**src/rtl/subservient_timer_pkg.sv**
```systemverilog
// Shared register map, CTRL/STATUS field layout and byte-lane merge helper
// for the Wishbone machine timer.
package subservient_timer_pkg;

   localparam logic [1:0] REG_MTIME    = 2'd0;
   localparam logic [1:0] REG_MTIMECMP = 2'd1;
   localparam logic [1:0] REG_CTRL     = 2'd2;
   localparam logic [1:0] REG_STATUS   = 2'd3;

   localparam int CTRL_ENABLE_BIT   = 0;
   localparam int CTRL_IRQ_EN_BIT   = 1;
   localparam int CTRL_PRESCALE_LSB = 8;
   localparam int CTRL_PRESCALE_W   = 8;
   localparam int STATUS_MATCH_BIT  = 0;

   function automatic logic [31:0] byte_merge(input logic [31:0] old_val,
                                              input logic [31:0] wr_val,
                                              input logic [3:0]  sel);
      byte_merge = old_val;
      for (int b = 0; b < 4; b++) begin
         if (sel[b]) byte_merge[8*b +: 8] = wr_val[8*b +: 8];
      end
   endfunction

endpackage

```
**src/rtl/subservient_timer_prescaler.sv**
```systemverilog
// Prescale counter: counts 0..prescale while enabled and emits a one-cycle
// tick on the terminal count.
module subservient_timer_prescaler
   import subservient_timer_pkg::*;
(
   input  logic                       clk,
   input  logic                       rst_n,
   input  logic                       enable,
   input  logic [CTRL_PRESCALE_W-1:0] prescale,
   input  logic                       clear,
   output logic                       tick
);

   logic [CTRL_PRESCALE_W-1:0] cnt_reg;
   logic [CTRL_PRESCALE_W-1:0] cnt_next;

   assign tick = enable & (cnt_reg == prescale);

   always_comb begin
      cnt_next = cnt_reg + CTRL_PRESCALE_W'(1);
      if (clear || !enable || tick) cnt_next = '0;
   end

   always_ff @(posedge clk or negedge rst_n) begin
      if (!rst_n) cnt_reg <= '0;
      else        cnt_reg <= cnt_next;
   end

endmodule

```
**src/rtl/subservient_wb_timer.sv**
```systemverilog
// Wishbone-attached machine timer: MTIME/MTIMECMP/CTRL/STATUS registers with
// a prescaled MTIME increment and a registered level interrupt.
module subservient_wb_timer
   import subservient_timer_pkg::*;
#(
   parameter logic [7:0]  DEFAULT_PRESCALE = 8'd0,
   parameter logic [31:0] CMP_RESET        = 32'hFFFF_FFFF
) (
   input  logic        i_clk,
   input  logic        i_rst_n,
   input  logic [31:0] i_wb_adr,
   input  logic [31:0] i_wb_dat,
   input  logic [3:0]  i_wb_sel,
   input  logic        i_wb_we,
   input  logic        i_wb_stb,
   output logic [31:0] o_wb_rdt,
   output logic        o_wb_ack,
   output logic        o_timer_irq
);

   logic [31:0] mtime_reg, mtime_next;
   logic [31:0] cmp_reg, cmp_next;
   logic [31:0] rdt_reg, rdt_next;
   logic [CTRL_PRESCALE_W-1:0] prescale_reg, prescale_next;
   logic        enable_reg, enable_next;
   logic        irq_en_reg, irq_en_next;
   logic        ack_reg, ack_next;
   logic        irq_reg, irq_next;
   logic        access, wr_en, tick, presc_clear;
   logic [1:0]  reg_idx;
   logic [31:0] ctrl_word, ctrl_wr, status_word;
   logic        unused_bits;

   assign reg_idx = i_wb_adr[3:2];
   assign access  = i_wb_stb & ~ack_reg;
   assign wr_en   = access & i_wb_we;

   always_comb begin
      ctrl_word = '0;
      ctrl_word[CTRL_ENABLE_BIT] = enable_reg;
      ctrl_word[CTRL_IRQ_EN_BIT] = irq_en_reg;
      ctrl_word[CTRL_PRESCALE_LSB +: CTRL_PRESCALE_W] = prescale_reg;
      status_word = '0;
      status_word[STATUS_MATCH_BIT] = (mtime_reg >= cmp_reg);
   end

   assign ctrl_wr     = byte_merge(ctrl_word, i_wb_dat, i_wb_sel);
   assign unused_bits = ^{ctrl_wr[31:16], ctrl_wr[7:2], i_wb_adr[31:4], i_wb_adr[1:0]};

   // A bus write to MTIME overrides a same-cycle tick increment.
   always_comb begin
      mtime_next    = tick ? mtime_reg + 32'd1 : mtime_reg;
      cmp_next      = cmp_reg;
      enable_next   = enable_reg;
      irq_en_next   = irq_en_reg;
      prescale_next = prescale_reg;
      if (wr_en) begin
         case (reg_idx)
            REG_MTIME:    mtime_next = byte_merge(mtime_reg, i_wb_dat, i_wb_sel);
            REG_MTIMECMP: cmp_next   = byte_merge(cmp_reg, i_wb_dat, i_wb_sel);
            REG_CTRL: begin
               enable_next   = ctrl_wr[CTRL_ENABLE_BIT];
               irq_en_next   = ctrl_wr[CTRL_IRQ_EN_BIT];
               prescale_next = ctrl_wr[CTRL_PRESCALE_LSB +: CTRL_PRESCALE_W];
            end
            default: ;
         endcase
      end
      presc_clear = (enable_next != enable_reg) | (prescale_next != prescale_reg);
   end

   always_comb begin
      ack_next = access;
      rdt_next = rdt_reg;
      if (access) begin
         case (reg_idx)
            REG_MTIME:    rdt_next = mtime_reg;
            REG_MTIMECMP: rdt_next = cmp_reg;
            REG_CTRL:     rdt_next = ctrl_word;
            default:      rdt_next = status_word;
         endcase
      end
      irq_next = irq_en_next & (mtime_next >= cmp_next);
   end

   subservient_timer_prescaler u_prescaler (
      .clk      (i_clk),
      .rst_n    (i_rst_n),
      .enable   (enable_reg),
      .prescale (prescale_reg),
      .clear    (presc_clear),
      .tick     (tick)
   );

   always_ff @(posedge i_clk or negedge i_rst_n) begin
      if (!i_rst_n) begin
         mtime_reg    <= '0;
         cmp_reg      <= CMP_RESET;
         enable_reg   <= 1'b0;
         irq_en_reg   <= 1'b0;
         prescale_reg <= DEFAULT_PRESCALE;
         ack_reg      <= 1'b0;
         rdt_reg      <= '0;
         irq_reg      <= 1'b0;
      end else begin
         mtime_reg    <= mtime_next;
         cmp_reg      <= cmp_next;
         enable_reg   <= enable_next;
         irq_en_reg   <= irq_en_next;
         prescale_reg <= prescale_next;
         ack_reg      <= ack_next;
         rdt_reg      <= rdt_next;
         irq_reg      <= irq_next;
      end
   end

   assign o_wb_ack    = ack_reg;
   assign o_wb_rdt    = rdt_reg;
   assign o_timer_irq = irq_reg;

endmodule

```
**config.mk**
```make
export PLATFORM = sky130hd
export DESIGN_NAME = subservient_wb_timer
export DESIGN_NICKNAME = d
export VERILOG_FILES = /design/src/rtl/subservient_timer_pkg.sv /design/src/rtl/subservient_timer_prescaler.sv /design/src/rtl/subservient_wb_timer.sv
export SDC_FILE = /design/constraint.sdc
export NUM_CORES = 1
export LEC_CHECK = 0
export ABC_CLOCK_PERIOD_IN_PS = 4110
export CAP_MARGIN = 20
export CORE_MARGIN = 1.5
export CORE_UTILIZATION = 25
export CTS_CLUSTER_SIZE = 28
export DETAILED_ROUTE_END_ITERATION = 16
export SYNTH_ARGS = -nofsm -noshare
export SYNTH_HDL_FRONTEND = slang
export SYNTH_SLANG_ARGS = --single-unit
```
**constraint.sdc**
```tcl
create_clock -name i_clk -period 4.11 [get_ports i_clk]
set_input_delay 0.822 -clock i_clk [delete_from_list [all_inputs] [get_ports i_clk]]
set_output_delay 0.822 -clock i_clk [all_outputs]
set_load 0.01 [all_outputs]
```
==> metrics.txt, run 1 <==
placer congestion estimate 0.832; via count 6258; number of global-route vias before repair 6432; worst endpoint required time 4.47 ns; Avg Synthesized Cell Area 9.63 um2; remaining antenna violation count after routing 0; vias per inst about 4.8; fmax about 250 MHz; status finished, final reports clean; Post-CTS Hold Buffers 0; leading area contributor after synthesis dfrtp_1; Synthesis Warnings 0; Critical Path Fanout Max 8; Final Critical Period 3.95 ns; Final nets 1051; DIE HEIGHT 175 um; Remaining DRCs 0; die span in x ~180 um; period utilization 0.961; CTS tree yes; Port-buffer cells 75; most numerous cell in the Yosys netlist dfrtp_1; post-route insts no fill 1310; share of the synthesized area in the top cell type 0.283; largest net degree at the start of global routing 60; hold slack between 0.4 and 0.5 ns; Post-synth ARST share 1.00; critical path arrival roughly 4.3 ns; register area share after synthesis 0.396; Root Buffer clkbuf_16; 1st-iter DRT viols 289; worst min-delay path class register to register; Post-synth EDFFs 0; final hold vios 0; HPWL after detailed placement 16.6 mm; max-slew violation count 0; antenna violations before repair 0; top post-synthesis cells by count 84 x dfrtp_1, 69 x inv_1, 68 x nand2_1, 66 x ha_1, 57 x nor2_1; Initial Util 0.256; row count 62; antenna cells 0; relative slew slack 0.446; Filler Cells Inserted 2969; Final setup viols 0; GRT Residual Overflow 0; first-pass GRT wire length 34.2 mm; mean routed wirelength per cell ~17 um; max-cap violations 0; startpoint type of the worst setup path input port; first-pass detailed-route iteration total 4; number of instances in the placed design 1274; H-tree depth 4; Clock Sinks 116; layout cells sized above 1 0.232; #FFs+latches synth 116; synth top area cells dfrtp_1 28%, dfstp_2 11%, ha_1 11%; Setup CP Type input port to register; Clock Skew 0.00759 ns; Slew @ Worst Pin 0.831 ns; Pleak between 4 and 5 nW; final WL 21.6 mm; Clock Path Buffers 2; Peak VDD IR 310 uV; DIE AREA 30800 um2; TritonCTS Buffers 17; Syn Inst Count 772; Synthesized Nets just over 900; CP endpoint kind register; FF-to-FF setup slack 0.21 ns; PwrDens 531 nW/um2; ys flop type dfrtp_1; clk slew on worst S/H paths 0.06 ns; I/O Pins 106; Unique masters post-synth 64; Tot GR Track Use 0.144; Cell Area, Synth roughly 7400 um2; Core Region 29000 um2; Synth-to-Final Area Change 32.5%; Worst-Skew Late Latency 0.43 ns
-- kinds of logic after synthesis --
family / count (synthesis) / share of synthesized area
and+or+nand+nor: 230 / 0.160
AOI/OAI and AO/OA: 167 / 0.146
DFF: 116 / 0.396
buffers and inverters: 96 / 0.0512
muxes: 74 / 0.106
adders and majority gates: 66 / 0.111
xor gates and xnor gates: 23 / 0.0311
-- cell usage in the layout (no fill, tap or decap), drive strengths merged, types with 3 or more instances in the layout --
cell type      count
o221a              7
nand3             26
inv               70
o21ai             50
a31oi              7
nand4             16
clkdlybuf4s50     73
xor2              12
xnor2             11
mux2              35
a311oi             3
clkbuf            19
dfstp             32
and2               9
and3              15
clkinv             4
a21o               7
nand2             68
nor3              11
ha                66
nor2b              3
nor2              57
and4               5
a21oi             39
dfrtp             84
clkinvlp           3
nor4               6
bufinv             5
buf               76
a211oi            19
o21a               4
mux2i             39
o31ai              3
nand2b             4
o211ai             7
-- per-layer routing --
metal | routed length, um | track usage | vias to the layer above
li1 | - | - | 3075
met1 | 9840 | 0.177 | 3032
met2 | 10300 | 0.241 | 112
met3 | 670 | 0.0271 | 39
met4 | 771 | 0.0702 | 0
met5 | 0 | 0 | -
-- stage by stage --
step | utilization | TNS [ns] | cell area, um2 | setup WS [ns] | power (W)
6_report | 0.340 | 0 | 9850 | 0.161 | 0.00523
5_1_grt | 0.340 | -0.00137 | 9850 | -0.00137 | 0.00559
4_1_cts | 0.335 | 0 | 9730 | 0.0917 | 0.00523
3_5_place_dp | 0.313 | -0.343 | 9080 | -0.343 | 0.00356
3_3_place_gp | 0.313 | -0.279 | 9080 | -0.279 | 0.00352
2_1_floorplan | - | 0 | 7440 | 0.336 | 0.00284
-- path summary, 6_finish.rpt --
path                       cells past startpoint              startpoint            to
max in group asynchronous                      2                 i_rst_n   cmp_reg[26]
min in group asynchronous                      1                 i_rst_n  o_wb_rdt[12]
setup reg to reg                              15  u_prescaler.cnt_reg[6]   o_timer_irq
hold / removal                                 2             o_wb_rdt[5]   o_wb_rdt[5]
setup / recovery                              16                i_wb_stb   o_timer_irq
hold reg to reg                                2             o_wb_rdt[5]   o_wb_rdt[5]
-- worst max-delay path, stage by stage --
cell	delay (ns)
clkdlybuf4s50_1	0.47
nand3b_1	0.15
buf_4	0.18
nor3_4	0.21
buf_12	0.15
and2_1	0.21
a211oi_1	0.07
a211oi_1	0.29
ha_1	0.24
o2111a_1	0.19
a211oi_1	0.05
or4b_2	0.68
buf_4	0.17
a211oi_1	0.19
o211ai_1	0.12
nand2_1	0.10
-- cell type report --
class,instances,area (um2),area share
inverters,69,259,0.0263
flip-flops and latches,116,2940,0.299
clock inverters,13,205,0.0208
clock buffers,19,443,0.0450
well taps,384,480,0.0488
multi-input cells,560,4200,0.426
repair buffers,149,1320,0.134
-- repair_timing --
item	CTS	global route
endpoints found under the setup margin	0	1
setup buffers	0	4
gates resized for setup	0	16
-- power by group --
part	internal, W	switching [W]	leakage (nW)
clock	0.00109	0.000560	0.309
sequential	0.00146	0.000280	1.37
combinational	0.000877	0.000966	2.67
total	0.00342	0.00181	4.35
No activity file was read; power rests on OpenSTA's default activity.
==> inputs of run 2 (changes only) <==
--- a/config.mk
+++ b/config.mk
@@ -11,6 +11,7 @@
 export CORE_UTILIZATION = 25
 export CTS_CLUSTER_SIZE = 28
 export DETAILED_ROUTE_END_ITERATION = 16
+export RECOVER_POWER = 100
 export SYNTH_ARGS = -nofsm -noshare
 export SYNTH_HDL_FRONTEND = slang
 export SYNTH_SLANG_ARGS = --single-unit
==> run 2 against run 1 <==
  * The flow now finishes with violations (capacitance limit, slew limit)
  * Hold slack lost 0.0056 ns
  * First-iteration DRC count shrank 2.1%
  * Cell area shrank 0.47%
  * Global-route usage is the same
  * Die area is the same
  * Non-clock buffer count is the same
  * Sequential share of layout area grew 0.14 points
  * Via count is essentially flat
  * Critical path type unchanged
  * Largest power group unchanged
==> metrics.txt, run 2 (synthesis gave the netlist of run 1 again) <==
DIE HEIGHT 175 um (unchanged); hold endpoint o_wb_rdt[5] (unchanged); final core utilization 0.338 (was 0.340); FF-to-FF setup slack 0.21 ns (about the same); reg2reg end o_timer_irq (unchanged); Switching Share 0.347 (was 0.345); Worst-Skew Late Latency 0.43 ns (about the same); fin area 9810 um2 (was 9850 um2); RR Startpoint u_prescaler.cnt_reg[6] (unchanged); Hold Path Stages 2 (unchanged); clk slew on worst S/H paths 0.06 ns (about the same); violated checks capacitance limit, slew limit; Critical Path Fanout Max 8 (unchanged); final WL 21.6 mm (about the same); final hold vios 0 (unchanged); max-slew violation count 93 (was 0); Synth-to-Final Area Change 31.9% (was 32.5%); Clock Path Buffers 2 (unchanged); clock network fraction of design power 0.318 (was 0.315); worst min-delay path class register to register (unchanged); Tot GR Track Use 0.144 (unchanged); worst setup margin 0.170 ns (was 0.161 ns); first-pass detailed-route iteration total 5 (was 4); DIE AREA 30800 um2 (unchanged); antenna violations before repair 0 (unchanged); CTS tree yes (unchanged); Clock Skew 0.0104 ns (was 0.00759 ns); Register-to-Register Path Depth 15 (unchanged); Pleak 4.40 nW (was 4.35 nW); fmax 254 MHz (was 253 MHz); HPWL after detailed placement 16.6 mm (unchanged); remaining antenna violation count after routing 0 (unchanged); H-tree depth 4 (unchanged); most frequent cells in the layout 84 x dfrtp_1, 69 x inv_1, 66 x nand2_1, 66 x ha_1, 63 x buf_4 (was 84 x dfrtp_1, 73 x buf_4, 73 x clkdlybuf4s50_1); placer congestion estimate 0.832 (unchanged); Core Region 29000 um2 (unchanged); worst endpoint required time 4.47 ns (about the same); Final setup viols 0 (unchanged); period utilization 0.959 (was 0.961); relative slew slack -0.178 (was 0.446); via count 6260 (was 6258); Final nets 1051 (unchanged); Clock Sinks 116 (unchanged); sequential group share of total power 0.334 (was 0.332); Final Critical Period 3.94 ns (was 3.95 ns); Post-CTS Hold Buffers 0 (unchanged); critical path arrival 4.30 ns (was 4.31 ns); 1st-iter DRT viols 283 (was 289); Setup CP Type input port to register (unchanged); Slew @ Worst Pin 1.77 ns (was 0.831 ns); PwrDens 529 nW/um2 (was 531 nW/um2); die span in x 175 um (unchanged); antenna cells 0 (unchanged); net load switching power 0.00180 W (was 0.00181 W); largest net degree at the start of global routing 60 (unchanged); Remaining DRCs 0 (unchanged); mean routed wirelength per cell 16.5 um (about the same); TritonCTS Buffers 17 (unchanged); status finished with violations (was finished, final reports clean); first-pass GRT wire length 34.2 mm (unchanged); layout cells sized above 1 0.203 (was 0.232); number of global-route vias before repair 6432 (unchanged); Root Buffer clkbuf_16 (unchanged); Initial Util 0.256 (unchanged); vias per inst 4.78 (about the same); hold slack 0.473 ns (was 0.478 ns); HP Start o_wb_rdt[5] (unchanged); startpoint type of the worst setup path input port (unchanged); TNS Setup 0 ns (unchanged); max-cap violations 2 (was 0); CP endpoint kind register (unchanged); Port-buffer cells 75 (unchanged); Logic pwr share 0.348 (was 0.352); I/O Pins 106 (unchanged); row count 62 (unchanged); Peak VDD IR 311 uV (was 310 uV); GRT Residual Overflow 0 (unchanged); Cell Int Power 0.00339 W (was 0.00342 W); RSZ-0062 raised after global routing false; post-place instance area 9080 um2 (unchanged); most common cell after layout, fill and taps aside dfrtp_1 (unchanged); pre-CTS setup slack -0.343 ns (unchanged)
run 2: cell types whose count changed in the layout (fill, tap and decap cells not counted), sizes merged:
| cell | previous run | this run |
|---|---|---|
| clkdlybuf4s50 | 73 | 39 |
| dlygate4sd3 | 0 | 34 |
| buf | 76 | 65 |
| clkbuf | 19 | 30 |
run 2: what timing repair did:
item                       4_1_cts  5_1_grt
setup endpoints to repair        0        1
resized for setup                0       16
buffers inserted                 0        4
run 2: layout make-up:
class                      count  area [um2]
timing repair buffer         149        1280
clock inverter                13         205
sequential                   116        2940
multi-input combinational    560        4190
fill                        2978       19200
clock buffer                  19         443
tap                          384         480
inverter                      69         259
run 2: critical path, cell delays in order:
cell and delay, ns:
clkdlybuf4s50_1 0.47, nand3b_1 0.14, buf_4 0.18, nor3_4 0.21
buf_12 0.15, and2_1 0.21, a211oi_1 0.07, a211oi_1 0.29
ha_1 0.24, o2111a_1 0.19, a211oi_1 0.05, or4b_2 0.68
buf_4 0.17, a211oi_1 0.19, o211ai_1 0.12, nand2_1 0.10
run 2: how the worst max path moves through the flow:
stage / from / end / depth (start not counted)
finish: i_wb_stb / o_timer_irq / 16
global route: i_wb_stb / o_timer_irq / 17
CTS: prescale_reg[6] / o_timer_irq / 15
detailed placement: i_wb_stb / o_timer_irq / 16
global placement: i_wb_stb / o_timer_irq / 15
floorplan: i_wb_adr[3] / o_timer_irq / 13
run 2: per-stage QoR:
stage | power [W] | instances
floorplan | 0.00284 | 772
global placement | 0.00352 | 1274
detailed placement | 0.00356 | 1274
CTS | 0.00523 | 1306
global route | 0.00555 | 1310
finish | 0.00519 | 1310
run 2: routing by layer:
layer / share of wire / vias to the layer above / track usage / wire [um]
li1: - / 3072 / - / -
met1: 0.45 / 3029 / 0.177 / 9730
met2: 0.48 / 123 / 0.241 / 10400
met3: 0.034 / 36 / 0.0271 / 743
met4: 0.034 / 0 / 0.0702 / 728
met5: 0 / - / 0 / 0
run 2: power groups by stage:
stage	logic (W)	registers (W)	clock network, W
final	0.00181	0.00174	0.00165
after CTS	0.00183	0.00173	0.00168
after global placement	0.00178	0.00173	0
after detailed placement	0.00181	0.00175	0
after global routing	0.00205	0.00178	0.00173
after floorplan	0.00113	0.00170	0
==> inputs of run 3 (changes only) <==
--- a/config.mk
+++ b/config.mk
@@ -6,11 +6,11 @@
 export NUM_CORES = 1
 export LEC_CHECK = 0
 export ABC_CLOCK_PERIOD_IN_PS = 4110
-export CAP_MARGIN = 20
 export CORE_MARGIN = 1.5
-export CORE_UTILIZATION = 25
+export CORE_UTILIZATION = 56
 export CTS_CLUSTER_SIZE = 28
 export DETAILED_ROUTE_END_ITERATION = 16
+export PLACE_DENSITY = 0.81
 export RECOVER_POWER = 100
 export SYNTH_ARGS = -nofsm -noshare
 export SYNTH_HDL_FRONTEND = slang
==> run 3 against run 2 <==
  * The flow still finishes with violations (capacitance limit, slew limit)
  * Global-route usage up 16 points
  * Clock power down 3%
  * Fmax down 0.25%
  * Count of clock-buffer cells in the layout up 4
  * Non-clock buffer count down 13
  * Register-to-register slack worse by 0.05 ns
  * Sequential share of layout area up 1.5 points
  * First-iteration DRC count up 73%
  * Total power down 0.80%
  * Sequential cell count unchanged
  * Hold slack worse by 0.0019 ns
  * Wire length down 5.5%
  * Critical endpoint unchanged
==> metrics.txt, run 3 (synthesis gave the netlist of run 1 again) <==
HPWL after detailed placement 15.3 mm (was 16.6 mm); Setup CP Type register to register (was input port to register); final WL 20.4 mm (was 21.6 mm); placer congestion estimate 0.952 (was 0.832); Clock Skew 0.00909 ns (was 0.0104 ns); TritonCTS Buffers 17 (unchanged); vias per inst 5.96 (was 4.78); H-tree depth 4 (unchanged); Clock Sinks 116 (unchanged); Multi-input gate area 4140 um2 (was 4190 um2); Peak VDD IR 324 uV (was 311 uV); worst-path cell chain xnor2_2 -> nand4_4 -> nor4_4 -> buf_4 -> nand4b_1 -> or3b_1 -> o221a_2 -> ha_1 -> and4_1 -> or4b_2 -> clkbuf_4 -> a211oi_1 -> o211ai_1 -> nand2_1 (was clkdlybuf4s50_1 -> nand3b_1 -> buf_4 -> nor3_4 -> buf_12 -> and2_1 -> a211oi_1 -> a211oi_1 -> ha_1 -> o2111a_1 -> a211oi_1 -> or4b_2 -> buf_4 -> a211oi_1 -> o211ai_1 -> nand2_1); Final nets 1038 (was 1051); fmax 253 MHz (was 254 MHz); remaining antenna violation count after routing 0 (unchanged); PwrDens 551 nW/um2 (was 529 nW/um2); Post-CTS Setup Bufs 0 (unchanged); final core utilization 0.731 (was 0.338); Remaining DRCs 0 (unchanged); Clock Path Buffers 2 (unchanged); period utilization 0.961 (was 0.959); Final Critical Period 3.95 ns (was 3.94 ns); antenna cells 0 (unchanged); first-pass GRT wire length 33.4 mm (was 34.2 mm); Slew @ Worst Pin 2.73 ns (was 1.77 ns); first-pass detailed-route iteration total 4 (was 5); CTS tree yes (unchanged); I/O Pins 106 (unchanged); status finished with violations (unchanged); 1st-iter DRT viols 491 (was 283); Root Buffer clkbuf_16 (unchanged); max-slew violation count 53 (was 93); CP endpoint kind register (unchanged); Filler Cells Inserted 928 (was 2978); antenna violations before repair 1 (was 0); worst endpoint required time 4.47 ns (about the same); max-cap violations 1 (was 2); via count 6466 (was 6260); row count 41 (was 62); relative slew slack -0.820 (was -0.178); violated checks capacitance limit, slew limit (unchanged); Port-buffer cells 75 (unchanged); most common cell after layout, fill and taps aside dfrtp_1 (unchanged); Initial Util 0.582 (was 0.256); Core Region 12800 um2 (was 29000 um2); Critical Path Fanout Max 6 (was 8); die span in x 118 um (was 175 um); most frequent cells in the layout 84 x dfrtp_1, 69 x inv_1, 67 x nand2_1 (was 84 x dfrtp_1, 69 x inv_1, 66 x nand2_1, 66 x ha_1, 63 x buf_4); post-route insts no fill 1085 (was 1310); Worst-Skew Late Latency 0.42 ns (was 0.43 ns); largest net degree at the start of global routing 53 (was 60); number of global-route vias before repair 6578 (was 6432); Crit-path slowest cell or4b_2 (unchanged); layout cells sized above 1 0.171 (was 0.203); worst min-delay path class register to register (unchanged); DIE HEIGHT 118 um (was 175 um); final hold vios 0 (unchanged); FF/Latch Area 2940 um2 (unchanged); TNS Setup 0 ns (unchanged); Final setup viols 0 (unchanged); critical path arrival 4.31 ns (was 4.30 ns); startpoint type of the worst setup path register (was input port); Pleak 4.29 nW (was 4.40 nW); number of instances in the placed design 1053 (was 1274); DIE AREA 14000 um2 (was 30800 um2); clk slew on worst S/H paths 0.06 ns (about the same); Synth-to-Final Area Change 25.6% (was 31.9%); Tot GR Track Use 0.304 (was 0.144); Post-CTS Hold Buffers 0 (unchanged); mean routed wirelength per cell 18.8 um (was 16.5 um); hold slack 0.471 ns (was 0.473 ns); Worst path max stage delay 0.63 ns (was 0.68 ns); GRT Residual Overflow 0 (unchanged); PostCTS Resize Cnt 0 (unchanged)
run 3: cell count changes in the layout (fill, tap and decap cells not counted), moves of 2 or more:
| cell | delta |
|---|---|
| clkbuf_1 | +10 |
| xnor2_2 | -2 |
| buf_4 | -24 |
| xnor2_1 | +2 |
| clkbuf_8 | +3 |
| clkinvlp_4 | -3 |
run 3: cell type report:
| class | instances | area share |
|---|---|---|
| multi-input combinational | 560 | 0.443 |
| sequential | 116 | 0.315 |
| timing repair buffer | 136 | 0.123 |
| clock buffer | 23 | 0.0522 |
| inverter | 69 | 0.0277 |
| tap | 172 | 0.0230 |
| clock inverter | 9 | 0.0159 |
run 3: critical path: cells and delay by family, from the launching register on:
| kind | cells | cell delay [ns] |
|---|---|---|
| DFF | 1 | 0.46 |
| xor gates and xnor gates | 1 | 0.25 |
| buffers and inverters | 2 | 0.38 |
| and+or+nand+nor | 7 | 2.04 |
| AOI/OAI and AO/OA | 3 | 0.48 |
| adders and majority gates | 1 | 0.28 |
run 3: metal layers:
metal	global-route usage	routed length (um)
met5	0	0
met4	0.117	626
met3	0.0647	1190
met2	0.504	9830
met1	0.390	8750
run 3: path summary, 6_finish.rpt:
path / start / end / slack (ns) / cells past startpoint
worst max-delay path: prescale_reg[7] / o_timer_irq / 0.16 / 14
worst min-delay path: o_wb_rdt[27] / o_wb_rdt[27] / 0.47 / 2
worst max register to register: prescale_reg[7] / o_timer_irq / 0.16 / 14
worst min register to register: o_wb_rdt[27] / o_wb_rdt[27] / 0.47 / 2
max in group asynchronous: i_rst_n / mtime_reg[11] / 0.81 / 2
min in group asynchronous: i_rst_n / o_wb_rdt[28] / 1.25 / 1
run 3: metrics by stage:
stage	setup slack [ns]	instance area, um2	power [W]
final	0.160	9340	0.00515
after global routing	-0.0433	9340	0.00547
after CTS	0.0193	9380	0.00517
after detailed placement	-0.177	8740	0.00355
after global placement	-0.142	8740	0.00347
after floorplan	0.336	7440	0.00284
run 3: report_power, final:
part / leakage (nW) / internal [W] / switching, W
Sequential: 1.37 / 0.00146 / 0.000282
Clock: 0.317 / 0.00107 / 0.000523
Combinational: 2.61 / 0.000833 / 0.000979
Total: 4.29 / 0.00337 / 0.00178
